[src/rtl/uart_frame_pkg.sv]
// Shared state encoding, error codes and default parameters for the framed UART receiver.
package uart_frame_pkg;

  typedef enum logic [2:0] {
    S_IDLE    = 3'd0,
    S_LEN     = 3'd1,
    S_PAYLOAD = 3'd2,
    S_CHECK   = 3'd3,
    S_DRAIN   = 3'd4
  } state_t;

  localparam logic [1:0] ERR_OVERRUN  = 2'b00;
  localparam logic [1:0] ERR_BAD_LEN  = 2'b01;
  localparam logic [1:0] ERR_CHECKSUM = 2'b10;
  localparam logic [1:0] ERR_TIMEOUT  = 2'b11;

  localparam int         DEF_MAX_LEN      = 8;
  localparam logic [7:0] DEF_SOF          = 8'hAA;
  localparam int         DEF_TIMEOUT_CLKS = 2048;

  // Bits needed to hold the values 0..n-1, never less than one.
  function automatic int width_of(input int n);
    return (n > 1) ? $clog2(n) : 1;
  endfunction

endpackage

[src/rtl/frame_buf.sv]
// Payload store: DEPTH x 8 register array, one write port and one read port whose
// address is registered, so data for an address presented now appears next cycle.
module frame_buf
  import uart_frame_pkg::*;
#(
  parameter int DEPTH = DEF_MAX_LEN,
  parameter int AW    = width_of(DEF_MAX_LEN + 1)
) (
  input  logic          i_clock,
  input  logic          wr_en,
  input  logic [AW-1:0] wr_addr,
  input  logic [7:0]    wr_data,
  input  logic [AW-1:0] rd_addr,
  output logic [7:0]    rd_data
);

  localparam int IW = width_of(DEPTH);

  logic [7:0]    mem [DEPTH];
  logic [AW-1:0] rd_addr_reg;

  genvar gi;
  generate
    for (gi = 0; gi < DEPTH; gi++) begin : g_entry
      logic [7:0] data_reg;

      always_ff @(posedge i_clock) begin
        if (wr_en && (wr_addr == AW'(gi))) begin
          data_reg <= wr_data;
        end
      end

      assign mem[gi] = data_reg;
    end
  endgenerate

  always_ff @(posedge i_clock) begin
    rd_addr_reg <= rd_addr;
  end

  // Addresses past the end occur when prefetching beyond the final byte; they read as zero.
  assign rd_data = (rd_addr_reg < AW'(DEPTH)) ? mem[rd_addr_reg[IW-1:0]] : 8'h00;

endmodule

[src/rtl/uart_frame_rx.sv]
// Framed UART receiver: parses SOF/LEN/payload/CHK, verifies the XOR checksum and
// streams the buffered payload out through a valid/ready interface.
module uart_frame_rx
  import uart_frame_pkg::*;
#(
  parameter int         MAX_LEN      = DEF_MAX_LEN,
  parameter logic [7:0] SOF          = DEF_SOF,
  parameter int         TIMEOUT_CLKS = DEF_TIMEOUT_CLKS
) (
  input  logic       i_clock,
  input  logic       i_reset_n,
  input  logic       i_rx_dv,
  input  logic [7:0] i_rx_byte,
  output logic [7:0] o_byte,
  output logic       o_byte_valid,
  input  logic       i_byte_ready,
  output logic       o_last,
  output logic       o_err,
  output logic [1:0] o_err_code,
  output logic [7:0] o_frame_cnt
);

  localparam int              AW        = width_of(MAX_LEN + 1);
  localparam int              TW        = width_of(TIMEOUT_CLKS);
  localparam logic [7:0]      MAX_LEN_B = 8'(MAX_LEN);
  localparam logic [TW-1:0]   TMO_FIRE  = TW'(TIMEOUT_CLKS - 2);

  state_t        state_reg, state_next;
  logic [AW-1:0] len_reg, len_next;
  logic [7:0]    chk_reg, chk_next;
  logic [AW-1:0] wr_idx_reg, wr_idx_next;
  logic [AW-1:0] rd_idx_reg, rd_idx_next;
  logic [TW-1:0] tmo_reg, tmo_next;
  logic [7:0]    byte_reg, byte_next;
  logic          valid_reg, valid_next;
  logic          last_reg, last_next;
  logic          err_reg, err_next;
  logic [1:0]    err_code_reg, err_code_next;
  logic [7:0]    cnt_reg, cnt_next;

  logic          buf_wr_en;
  logic [AW-1:0] buf_rd_addr;
  logic [7:0]    buf_rd_data;

  frame_buf #(
    .DEPTH (MAX_LEN),
    .AW    (AW)
  ) u_buf (
    .i_clock (i_clock),
    .wr_en   (buf_wr_en),
    .wr_addr (wr_idx_reg),
    .wr_data (i_rx_byte),
    .rd_addr (buf_rd_addr),
    .rd_data (buf_rd_data)
  );

  always_ff @(posedge i_clock or negedge i_reset_n) begin
    if (!i_reset_n) begin
      state_reg    <= S_IDLE;
      len_reg      <= '0;
      chk_reg      <= 8'h00;
      wr_idx_reg   <= '0;
      rd_idx_reg   <= '0;
      tmo_reg      <= '0;
      byte_reg     <= 8'h00;
      valid_reg    <= 1'b0;
      last_reg     <= 1'b0;
      err_reg      <= 1'b0;
      err_code_reg <= ERR_OVERRUN;
      cnt_reg      <= 8'h00;
    end else begin
      state_reg    <= state_next;
      len_reg      <= len_next;
      chk_reg      <= chk_next;
      wr_idx_reg   <= wr_idx_next;
      rd_idx_reg   <= rd_idx_next;
      tmo_reg      <= tmo_next;
      byte_reg     <= byte_next;
      valid_reg    <= valid_next;
      last_reg     <= last_next;
      err_reg      <= err_next;
      err_code_reg <= err_code_next;
      cnt_reg      <= cnt_next;
    end
  end

  always_comb begin
    state_next    = state_reg;
    len_next      = len_reg;
    chk_next      = chk_reg;
    wr_idx_next   = wr_idx_reg;
    rd_idx_next   = rd_idx_reg;
    tmo_next      = '0;
    byte_next     = byte_reg;
    valid_next    = valid_reg;
    err_next      = 1'b0;
    err_code_next = err_code_reg;
    cnt_next      = cnt_reg;
    buf_wr_en     = 1'b0;

    case (state_reg)
      S_IDLE: begin
        if (i_rx_dv && (i_rx_byte == SOF)) begin
          state_next = S_LEN;
        end
      end
      S_LEN: begin
        if (i_rx_dv) begin
          if ((i_rx_byte == 8'h00) || (i_rx_byte > MAX_LEN_B)) begin
            err_next      = 1'b1;
            err_code_next = ERR_BAD_LEN;
            state_next    = S_IDLE;
          end else begin
            len_next    = AW'(i_rx_byte);
            chk_next    = i_rx_byte;
            wr_idx_next = '0;
            state_next  = S_PAYLOAD;
          end
        end
      end
      S_PAYLOAD: begin
        if (i_rx_dv) begin
          buf_wr_en   = 1'b1;
          chk_next    = chk_reg ^ i_rx_byte;
          wr_idx_next = wr_idx_reg + AW'(1);
          if (wr_idx_next == len_reg) begin
            state_next = S_CHECK;
          end
        end
      end
      S_CHECK: begin
        if (i_rx_dv) begin
          if (i_rx_byte == chk_reg) begin
            state_next  = S_DRAIN;
            rd_idx_next = '0;
            valid_next  = 1'b1;
            byte_next   = buf_rd_data;
          end else begin
            err_next      = 1'b1;
            err_code_next = ERR_CHECKSUM;
            state_next    = S_IDLE;
          end
        end
      end
      S_DRAIN: begin
        if (i_rx_dv) begin
          err_next      = 1'b1;
          err_code_next = ERR_OVERRUN;
        end
        if (valid_reg && i_byte_ready) begin
          if (last_reg) begin
            state_next = S_IDLE;
            valid_next = 1'b0;
            cnt_next   = cnt_reg + 8'd1;
          end else begin
            rd_idx_next = rd_idx_reg + AW'(1);
            byte_next   = buf_rd_data;
          end
        end
      end
      default: begin
        state_next = S_IDLE;
      end
    endcase

    // A strobe on the expiry cycle keeps the counter cleared, so the byte wins.
    if (((state_reg == S_LEN) || (state_reg == S_PAYLOAD) || (state_reg == S_CHECK)) && !i_rx_dv) begin
      if (tmo_reg == TMO_FIRE) begin
        err_next      = 1'b1;
        err_code_next = ERR_TIMEOUT;
        state_next    = S_IDLE;
      end else begin
        tmo_next = tmo_reg + TW'(1);
      end
    end

    last_next = (state_next == S_DRAIN) && (rd_idx_next == (len_next - AW'(1)));

    // Keep the buffer one byte ahead of the output register so each transfer reloads it directly.
    buf_rd_addr = (state_next == S_CHECK) ? '0 : (rd_idx_next + AW'(1));
  end

  assign o_byte       = byte_reg;
  assign o_byte_valid = valid_reg;
  assign o_last       = last_reg;
  assign o_err        = err_reg;
  assign o_err_code   = err_code_reg;
  assign o_frame_cnt  = cnt_reg;

endmodule

[config.mk]
export PLATFORM = sky130hd
export DESIGN_NAME = uart_frame_rx
export DESIGN_NICKNAME = d
export VERILOG_FILES = /design/src/rtl/uart_frame_pkg.sv /design/src/rtl/frame_buf.sv /design/src/rtl/uart_frame_rx.sv
export SDC_FILE = /design/constraint.sdc
export NUM_CORES = 1
export LEC_CHECK = 0
export CAP_MARGIN = 20
export CORE_UTILIZATION = 45
export DETAILED_ROUTE_END_ITERATION = 10
export HOLD_SLACK_MARGIN = 0.05
export RECOVER_POWER = 100
export SLEW_MARGIN = 20
export SYNTH_ARGS = -nofsm -noshare
export SYNTH_HDL_FRONTEND = slang
export SYNTH_SLANG_ARGS = --single-unit
[constraint.sdc]
create_clock -name i_clock -period 2.5 [get_ports i_clock]
set_input_delay 0.375 -clock i_clock [delete_from_list [all_inputs] [get_ports i_clock]]
set_output_delay 0.375 -clock i_clock [all_outputs]
set_load 0.1 [all_outputs]
==> metrics.csv <==
metric,value,unit
Cell Pwr Density,745,nW/um^2
number of flip-flops in the largest register,64,
total gr overflow,0,
largest cells by area after synthesis,"edfxtp_1, dfrtp_1, mux4_2, nand2_1, xor2_1",
number of instances on the worst hold path,1,
GR met1 Demand/Resource,0.259,
met2 Track Usage GR,0.323,
fraction of post-synthesis cell area in the top cell type by area,0.341,
P_int,3.91,mW
wire length per cell,16.6,um
min-delay worst type,flip-flop to flip-flop,
Seq cells post-synth,123,
Core Footprint,12100,um^2
hold_ws,464,ps
reported leakage power,2.64,nW
mean post-synth cell area,13.2,um^2
CP Depth,8,
endpoint type of the worst setup path,flip-flop,
Post-DP HPWL,8090,um
clock insertion delay at the later pin of the skew report,410,ps
H-tree levels,4,
final count of pins violating max slew,0,
"Net Count, Synth",448,
Via density,5.15,
CTS tree,built,
worst slew margin relative to its limit,0.191,
Combinational Power Share,0.097,
f_max,418,MHz
clk buf depth,2,
number of warning messages in the yosys log,0,
sequential fraction of design power,0.452,
required time of the critical path,2590,ps
fin cells,691,
"Critical Path, Cell by Cell",dlygate4sd3_1 -> buf_4 -> nor2b_1 -> clkbuf_1 -> nand2_1 -> nor3b_1 -> and2_0 -> clkbuf_2,
initial cell density of the core,0.465,
setup slack of the most critical reg-to-reg path,250,ps
Placement Setup Slack,-371,ps
post-CTS setup repair buffer count,0,
via count of the first global-routing pass,3699,
nets,533,
share of total power in the clock network,0.450,
initial drt markers,248,
first-pass GRT wire length,19100,um
Sinks on Clock Net,123,
pin count of the biggest net entering global routing,24,
final worst clock skew,7.08,ps
total CTS buffers,17,
CP arrival,2480,ps
Post-Place Cells,659,
overall routing resource usage,0.198,
clock transition at the registers of the reported paths,50,ps
Die X,114,um
setup repair after global routing missed its margin,false,
master of the slowest instance on the critical path,dlygate4sd3_1,
IO Port Bufs,32,
full die area,13000,um^2
Sw Share,0.230,
Mapped Cells,426,
Final Critical Period,2390,ps
number of detailed-routing iterations run before antenna repair,4,
share of flip-flops with an asynchronous set or reset,0.447,
global-route met3 utilization,0.0404,
status,finished clean,
number of enable flip-flop cells after synthesis,64,
Buf/Inv on CP,4,
number of vias in the routed layout,3562,
Core Rows,40,
area overhead of the layout relative to synthesis,21.0,%
global route hottest layer,met2,
sequential cell area fraction in the yosys report,0.600,
final setup vio count,0,
initial antenna violation count,0,
largest vdd supply drop,276,uV
Final Wtd Congestion,0.818,
smallest setup slack after layout,109,ps
routed wire length,11500,um
CTS root buf,clkbuf_16,
number of failing hold endpoints at the final stage,0,
number of distinct library cell variants in the gate-level netlist after synthesis,53,
summed instance area of the synthesized netlist,5630,um^2
antenna diode count,0,
cell type contributing the most total cell area after synthesis,edfxtp_1,
element type at the critical path start,primary input,
transition time of the tightest slew-check pin,1210,ps
share of cells above drive strength 1,0.185,
max-cap viol count,0,
number of nets with antenna violations after detailed routing,0,
power dissipated by switching net loads,1.17,mW
die outline height,114,um
filler cell count,1077,
maximum single-stage delay on the critical path,540,ps
type of the setup path with the least slack,primary input to flip-flop,
Util after Layout,0.563,
DRC viols,0,
logic depth of the worst register-to-register path,7,
top cell family by delay on the critical path,buffers and inverters,
"critical path fanouts, max",8,
portion of the clock cycle consumed by the worst path in the final layout,0.956,
top-level port count,33,
overall power after layout,5.07,mW
top flip-flop cell by instance count after synthesis,edfxtp_1,
[synth_stat cells (8+ instances only)]
master,instances
nor2_1,28
nand3_1,11
and2_1,10
nand4_1,8
o31ai_1,8
edfxtp_1,64
ha_1,10
dfrtp_1,55
mux2i_1,12
buf_2,11
inv_1,8
xnor2_1,16
xor2_1,17
nand2_1,50
o21ai_0,28
mux4_2,16
[layout by cell type, fill, tap and decap left out, drive strengths merged, types with 3 or more instances in the layout]
cell | netlist | layout
and3 | 5 | 5
nor3b | 3 | 3
nand4 | 9 | 9
mux4 | 16 | 16
mux2i | 12 | 12
xnor2 | 16 | 16
and2 | 10 | 10
nand3 | 11 | 11
nand2 | 50 | 50
dlygate4sd3 | 0 | 4
o31ai | 9 | 9
nor4 | 7 | 7
clkdlybuf4s50 | 0 | 7
clkinv | 0 | 6
edfxtp | 64 | 64
nor3 | 5 | 5
a32oi | 3 | 3
clkbuf | 3 | 73
a21oi | 7 | 7
buf | 17 | 23
nor2 | 31 | 31
dfxtp | 4 | 4
o21ai | 28 | 28
nor2b | 4 | 4
xor2 | 17 | 17
dfrtp | 55 | 55
ha | 10 | 10
inv | 8 | 8
xor3 | 3 | 3
[power by group through the flow]
stage	logic (mW)	clock network (mW)	registers (mW)
2_1_floorplan	0.314	0	2.33
3_3_place_gp	0.497	0	2.33
3_5_place_dp	0.503	0	2.33
4_1_cts	0.507	2.33	2.29
5_1_grt	0.555	2.42	2.31
6_report	0.494	2.29	2.29
[through the flow]
stage,instance area [um^2],setup TNS [ps]
floorplan,5630,0
global placement,6470,-2240
detailed placement,6470,-1910
CTS,7030,0
global route,6820,0
finish,6820,0
[metal layers]
layer	part of all wire	routed length [um]
met5	0	0
met1	0.47	5370
met4	0.014	159
met3	0.036	412
met2	0.48	5510
[worst paths after layout]
check                                      startpoint                                      to
setup / recovery                              i_rx_dv  u_buf.g_entry[7].data_reg[0]$_DFFE_PP_
hold / removal             o_frame_cnt[7]$_DFFE_PN0P_              o_frame_cnt[7]$_DFFE_PN0P_
setup reg to reg               state_reg[2]$_DFF_PN0_  u_buf.g_entry[7].data_reg[0]$_DFFE_PP_
hold reg to reg            o_frame_cnt[7]$_DFFE_PN0P_              o_frame_cnt[7]$_DFFE_PN0P_
max in group asynchronous                   i_reset_n                 o_err_code[1]$_DFF_PN0_
min in group asynchronous                   i_reset_n                   o_byte[6]$_DFFE_PN0P_
[worst register-to-register path, delay by kind of cell, from the launching register on]
kind,cells,cell delay [ps]
and+or+nand+nor,4,860
buffers and inverters,3,690
DFF,1,390
[timing repair]
item,CTS,global route
hold buffers,1,0
hold endpoints to repair,17,0
resized for setup,0,2
endpoints found under the setup margin,0,1
[layout make-up]
class / instances / area [um^2] / share of cell area
sequential: 123 / 3380 / 0.496
clock inverter: 10 / 101 / 0.0149
tap: 168 / 210 / 0.0308
timing repair buffer: 86 / 517 / 0.0758
inverter: 8 / 30.0 / 0.00441
multi-input combinational: 275 / 2130 / 0.312
clock buffer: 21 / 450 / 0.0661
[logic make-up (layout without fill, tap and decap cells)]
| kind of cell | Yosys count | count (layout) | share of synthesized area |
|---|---|---|---|
| DFF | 123 | 123 | 0.600 |
| muxes | 30 | 30 | 0.0893 |
| buffers and inverters | 28 | 125 | 0.0244 |
| AOI/OAI and AO/OA | 54 | 54 | 0.0609 |
| and+or+nand+nor | 145 | 145 | 0.140 |
| xor gates and xnor gates | 36 | 36 | 0.0640 |
| adders and majority gates | 10 | 10 | 0.0222 |
Note: power is estimated with default switching activity, not from simulation.
